--- config.mk ---
export PLATFORM = sky130hd
export DESIGN_NAME = wb_regfile
export DESIGN_NICKNAME = d
export VERILOG_FILES = /design/src/rtl/wb_regfile.sv
export SDC_FILE = /design/constraint.sdc
export NUM_CORES = 2
export LEC_CHECK = 0
export CAP_MARGIN = 20
export CORE_UTILIZATION = 50
export CTS_CLUSTER_SIZE = 30
export DETAILED_ROUTE_END_ITERATION = 10
export DONT_BUFFER_PORTS = 1
export PLACE_DENSITY_LB_ADDON = 0.15
export REMOVE_ABC_BUFFERS = 1
export SYNTH_ARGS = -nofsm -noshare
export SYNTH_HDL_FRONTEND = slang
export SYNTH_SLANG_ARGS = --single-unit
--- constraint.sdc ---
create_clock -name clk -period 8.8 [get_ports clk]
set_clock_uncertainty 0.2 [all_clocks]
set_input_delay 1.76 -clock clk [delete_from_list [all_inputs] [get_ports clk]]
set_output_delay 1.76 -clock clk [all_outputs]
set_load 0.03 [all_outputs]
--- src/rtl/wb_regfile.sv ---
// Writeback-stage GPR file plus HI/LO pair with same-cycle write-to-read bypass.
// Define DEBUG_TRACE_EN to add the debug_wb_* trace-comparator outputs.
module wb_regfile #(
    parameter int DW   = 32,
    parameter int NREG = 32
) (
    input  logic          clk,
    input  logic          reset,
    input  logic [31:0]   wb_pc,
    input  logic          wb_regwen,
    input  logic [5:0]    wb_wreg,
    input  logic [DW-1:0] wb_wdata,
    input  logic [1:0]    wb_whilo,
    input  logic [DW-1:0] wb_hi_wdata,
    input  logic [DW-1:0] wb_lo_wdata,
    input  logic [4:0]    id_rs,
    input  logic [4:0]    id_rt,
    output logic [DW-1:0] id_rs_data,
    output logic [DW-1:0] id_rt_data,
    output logic [DW-1:0] id_hi,
    output logic [DW-1:0] id_lo
`ifdef DEBUG_TRACE_EN
    ,
    output logic [31:0]   debug_wb_pc,
    output logic [3:0]    debug_wb_rf_wen,
    output logic [4:0]    debug_wb_rf_wnum,
    output logic [31:0]   debug_wb_rf_wdata
`endif
);

    logic [DW-1:0] rf [NREG];
    logic [DW-1:0] hi_q;
    logic [DW-1:0] lo_q;

    logic          gpr_wen;
    logic          byp_en;
    logic [4:0]    wnum;

    assign wnum    = wb_wreg[4:0];
    // bit5 of the destination tags HI/LO/CP0-style targets that never touch the GPRs
    assign gpr_wen = wb_regwen && !wb_wreg[5] && (wnum != 5'd0);
    assign byp_en  = !reset;

    // NOTE: sequential state uses non-blocking assignments so every register samples pre-edge values.
    always_ff @(posedge clk) begin
        if (reset) begin
            // NOTE: the array is cleared in reset because reads must return 0 for every index afterwards.
            for (int i = 0; i < NREG; i++) begin
                rf[i] <= '0;
            end
            hi_q <= '0;
            lo_q <= '0;
        end else begin
            if (gpr_wen) begin
                rf[wnum] <= wb_wdata;
            end
            if (wb_whilo[1]) begin
                hi_q <= wb_hi_wdata;
            end
            if (wb_whilo[0]) begin
                lo_q <= wb_lo_wdata;
            end
        end
    end

    // NOTE: every output gets a default first so no path through the block can infer a latch.
    always_comb begin
        id_rs_data = '0;
        id_rt_data = '0;
        if (id_rs != 5'd0) begin
            id_rs_data = (byp_en && gpr_wen && (wnum == id_rs)) ? wb_wdata : rf[id_rs];
        end
        if (id_rt != 5'd0) begin
            id_rt_data = (byp_en && gpr_wen && (wnum == id_rt)) ? wb_wdata : rf[id_rt];
        end
    end

    assign id_hi = (byp_en && wb_whilo[1]) ? wb_hi_wdata : hi_q;
    assign id_lo = (byp_en && wb_whilo[0]) ? wb_lo_wdata : lo_q;

`ifdef DEBUG_TRACE_EN
    assign debug_wb_pc       = reset ? 32'd0 : wb_pc;
    assign debug_wb_rf_wen   = reset ? 4'd0  : {4{gpr_wen}};
    assign debug_wb_rf_wnum  = reset ? 5'd0  : wnum;
    assign debug_wb_rf_wdata = reset ? 32'd0 : wb_wdata;
`else
    logic unused_wb_pc;
    assign unused_wb_pc = ^wb_pc;
`endif

endmodule

# == After elaboration in Yosys (flattened, before gate mapping) ==
# Memory sizes are Yosys's and may differ from the RTL's.
# Cells that the tools add are included.
# word_totals
ff_bits,64
latchBits,0
ramBits,1024
mem_bits_ro,0
in_bits,149
elab_cells,32
memories,1
# classes
add_sub_neg,0
n_mul,0
div,0
n_lt_le_gt_ge,0
n_eq_ne,2
shift,0
muxes,14
bitwise_logic,0
n_reduce_logical,13
# mem_list
memory,depth,width,read_ports,rd_clocked_by_memory_dff,write_ports,line_no,source
rf,32,32,2,0,32,31,logic [DW-1:0] rf [NREG];
# op_table
operator,count
two-way mux 32 bit,7
OR reduction 32 bit,1
nonzero test 5 bit,3
equality test 5 bit,2
logical AND 1 bit,7
two-way mux 1 bit,6
two-way mux 5 bit,1
logical NOT 1 bit,2

# == Logic depth before layout (Yosys ltp) ==
# logic_depth
word_depth,8
depth_mapped,10

# == Worst setup path before layout ==
# No wires, ideal clock.
# synth_timing
kind,input-to-output
from,input port reset
to,output port id_rt_data[10]
t_arrival_ps,3806
required_time_ps,6840
slack_ps,3034
cell_stages,7
path_buffers,2
path_cell_list,clkbuf_1 > nor3b_2 > o31ai_4 > nor2_1 > clkbuf_1 > nor3_1 > nor3_1
# synth_between
elab_chain_cells,5
# synth_rtl
element,line_no,source
from (decl),8,"input logic reset,"
logical NOT 1 bit,42,assign byp_en = !reset;
logical AND 1 bit (2 in a row),74,id_rt_data = (byp_en && gpr_wen && (wnum == id_rt)) ? wb_wdata : rf[id_rt];
two-way mux 32 bit,74,
two-way mux 32 bit,73,if (id_rt != 5'd0) begin
to (decl),19,"output logic [DW-1:0] id_rt_data,"
# Every way passes these cells.

# == Final worst setup path ==
# layout_timing
from,input port id_rt[0]
to,output port id_rt_data[15]
# layout_between
elab_chain_cells,4
elab_cells_between_ends,6
classes_between,eq/ne: 1; mux: 2; reduce/logical: 2; memory: 1
# layout_rtl
element,line_no,source
from (decl),17,"input logic [4:0] id_rt,"
branches (longest 3 deep; another with memory (32 x 32 bit)),-,
two-way mux 32 bit (*),73,
# Mark *: on every way between the ends.

==> flow_metrics.tcl <==
set metrics [dict create \
    holdBufCountCts 0 \
    drt_iter0_drc 4741 \
    gp_congestion 0.8472 \
    drc 0 \
    grt_pass1_wl_microns 269200 \
    worstSetupStartpointType "primary input" \
    cts.sinks 1088 \
    synth_ff_type "edfxtp_1" \
    syn_area_sq_um 58570 \
    die-area_sq_um 118500 \
    ff2ff_setup_slack_ns 7.95 \
    via_count 38120 \
    grtUsageTotal_pct 32.00 \
    rows 125 \
    cts-resized-gates 0 \
    cp_max_fo 316 \
    die_x_microns 344.3 \
    r2r-end "lo_q[5]$_SDFFE_PP0P_" \
    via_per_inst 6.541 \
    cts_tree "yes" \
    hold_slack_ns 0.2904 \
    clk_pin_slew_ns 0.06 \
    synthCells 4395 \
    yosys_register_bits 1088 \
    whs_path_depth 2 \
    yosys_warnings 0 \
    tightest_slew_ns 1.430 \
    setup_viol 0 \
    area_growth_pct 8.827 \
    cts_made_buffers 118 \
    synth_cell_types 44 \
    io_buffers 0 \
    end_kind "primary output" \
    status "finished clean" \
    postRouteAntennaNets 0 \
    synth_edf_count 1024 \
    drive_above_1_share_pct 19.41 \
    firstDrtPassIters 8 \
    wl_per_cell_microns 32.56 \
    max_slew_margin_pct 4.672 \
    seq_area_frac_synth_pct 54.69 \
    critPathLaunch "id_rt[0]" \
    hpwl_microns 101400 \
    drv_slew 0 \
    finalHoldViolCount 0 \
    p_leak_nw 22.74 \
    rsz0062_at_grt "false" \
    die_y_microns 344.3 \
    fmax_mhz 141.1 \
    core-area_sq_um 116200 \
    grt_max_degree 383 \
    required_ns 6.84 \
    finalWirelength_microns 189800 \
    grt_pass1_vias 37930 \
    final_cell_mix "edfxtp_1 (1024), and2_1 (961), mux2i_1 (417)" \
    post_cts.repair.setup_buffers 0 \
    cts_max_level 3 \
    final_nets 4350 \
    arrival_ns 5.13 \
    antenna_found_initial 7 \
    crit_type "primary input to primary output" \
    power_mw 12.24 \
    start_util_pct 50.40 \
    cp-endpoint "id_rt_data[15]" \
    layout_commonest_cell "edfxtp_1" \
    grt-ovfl-total 0 \
    fin_crit_sh_pct 80.56 \
    p_per_area_nw_per_um2 192.0 \
    reg2reg_from "lo_q[5]$_SDFFE_PP0P_" \
    synthArstFlopShare_pct 0 \
    layout_min_cycle_time_ns 7.089 \
    avgSynthCellArea_sq_um 13.33 \
    peakVddDrop_v 0.0001491 \
    io_pins 277 \
    clock-root-buffer "clkbuf_16" \
    r2r_cells 2 \
    min_path_type "register to register" \
    maxCapViolCount 0 \
    tns_ns 0 \
    clkLatencyLatePin_ns 0.70 \
    clk_path_buf_depth 3 \
]
==> layer usage <==
| layer | GRT usage (%) | wire length [microns] |
|---|---|---|
| met5 | 0 | 16 |
| met4 | 14.12 | 9209 |
| met3 | 6.278 | 20180 |
| met2 | 50.00 | 86590 |
| met1 | 43.58 | 73770 |
==> cell type report <==
cell class | instances | area, sq um
timing repair buffer | 122 | 964.7
sequential | 1088 | 32030
multi-input combinational | 2870 | 25080
antenna | 3 | 7.507
tap | 1524 | 1907
clock inverter | 66 | 479.2
inverter | 1 | 3.754
fill | 9453 | 52470
clock buffer | 154 | 3263
==> worst min path at each step <==
stage	from	endpoint	slack, ns
5_1_grt	hi_q[31]$_SDFFE_PP0P_	hi_q[31]$_SDFFE_PP0P_	0.31
3_3_place_gp	lo_q[31]$_SDFFE_PP0P_	lo_q[31]$_SDFFE_PP0P_	0.27
6_report	hi_q[0]$_SDFFE_PP0P_	hi_q[0]$_SDFFE_PP0P_	0.29
2_1_floorplan	hi_q[0]$_SDFFE_PP0P_	hi_q[0]$_SDFFE_PP0P_	0.26
3_5_place_dp	lo_q[15]$_SDFFE_PP0P_	lo_q[15]$_SDFFE_PP0P_	0.28
4_1_cts	lo_q[17]$_SDFFE_PP0P_	lo_q[17]$_SDFFE_PP0P_	0.30
==> kinds of logic (layout without fill, tap and decap cells) <==
kind of cell / after synthesis / count (layout) / share of synthesized area [%]
mux: 872 / 872 / 21.99
simple gates: 1506 / 1506 / 14.67
xor+xnor: 10 / 10 / 0.1495
other cells: 1 / 35 / 0.006403
flops: 1088 / 1088 / 54.69
buf+inv: 468 / 343 / 3.249
compound gates: 450 / 450 / 5.245
==> synthesized netlist by cell type (4+ instances only) <==
| cell type | number | area share (%) |
|---|---|---|
| edfxtp_1 | 1024 | 53 |
| and2_1 | 962 | 10 |
| mux2i_1 | 417 | 7.1 |
| clkbuf_1 | 334 | 2.1 |
| mux4_2 | 318 | 12 |
| nor2_1 | 195 | 1.2 |
| mux2_2 | 137 | 2.6 |
| nor3_1 | 127 | 1.1 |
| buf_2 | 99 | 0.85 |
| o22ai_1 | 97 | 1.0 |
| a22oi_1 | 93 | 1.2 |
| nand2_1 | 70 | 0.45 |
| dfxtp_1 | 64 | 2.2 |
| a21oi_1 | 63 | 0.54 |
| a31oi_1 | 62 | 0.66 |
| nor2b_1 | 36 | 0.38 |
| nand3_1 | 35 | 0.30 |
| o211ai_1 | 32 | 0.41 |
| or2_2 | 32 | 0.34 |
| a211o_1 | 31 | 0.46 |
| a211oi_1 | 31 | 0.40 |
| a21o_1 | 31 | 0.40 |
| nor4_1 | 31 | 0.33 |
| buf_1 | 28 | 0.18 |
| buf_4 | 6 | 0.077 |
| nand3b_1 | 5 | 0.064 |
| xnor2_1 | 5 | 0.075 |
| xor2_1 | 5 | 0.075 |
| nand2b_1 | 4 | 0.043 |
==> critical path, stage by stage <==
cell     delay [ns]
xor2_1         0.37
nor3_1         0.27
nand3_2        0.09
buf_4          0.28
nor2_4         0.26
buf_4          0.39
nor3_1         0.11
nor3_1         0.81
buf_4          0.30
==> power by group <==
group | leakage [nW] | internal (mW) | switching, mW
combinational | 10.6 | 0.555 | 0.754
clock | 1.85 | 2.77 | 2.09
sequential | 10.3 | 5.93 | 0.134
total | 22.7 | 9.26 | 2.98
==> sequential cells by signal (all words and copies together) (netlist names) <==
| name | count |
|---|---|
| hi_q | 32 |
| lo_q | 32 |
| rf | 1024 |
==> per-stage QoR <==
| stage | utilization (%) | setup WS (ns) | cell area, sq um | cells |
|---|---|---|---|---|
| final | 54.85 | 1.711 | 63740 | 5828 |
| after floorplan | - | 0.9060 | 56780 | 3959 |
| after detailed placement | 51.58 | 2.196 | 59940 | 5602 |
| after CTS | 54.80 | 2.193 | 63680 | 5822 |
| after global routing | 54.84 | 1.725 | 63730 | 5825 |
| after global placement | 51.56 | 2.263 | 59920 | 5599 |
Note: power is estimated with default switching activity, not from simulation.
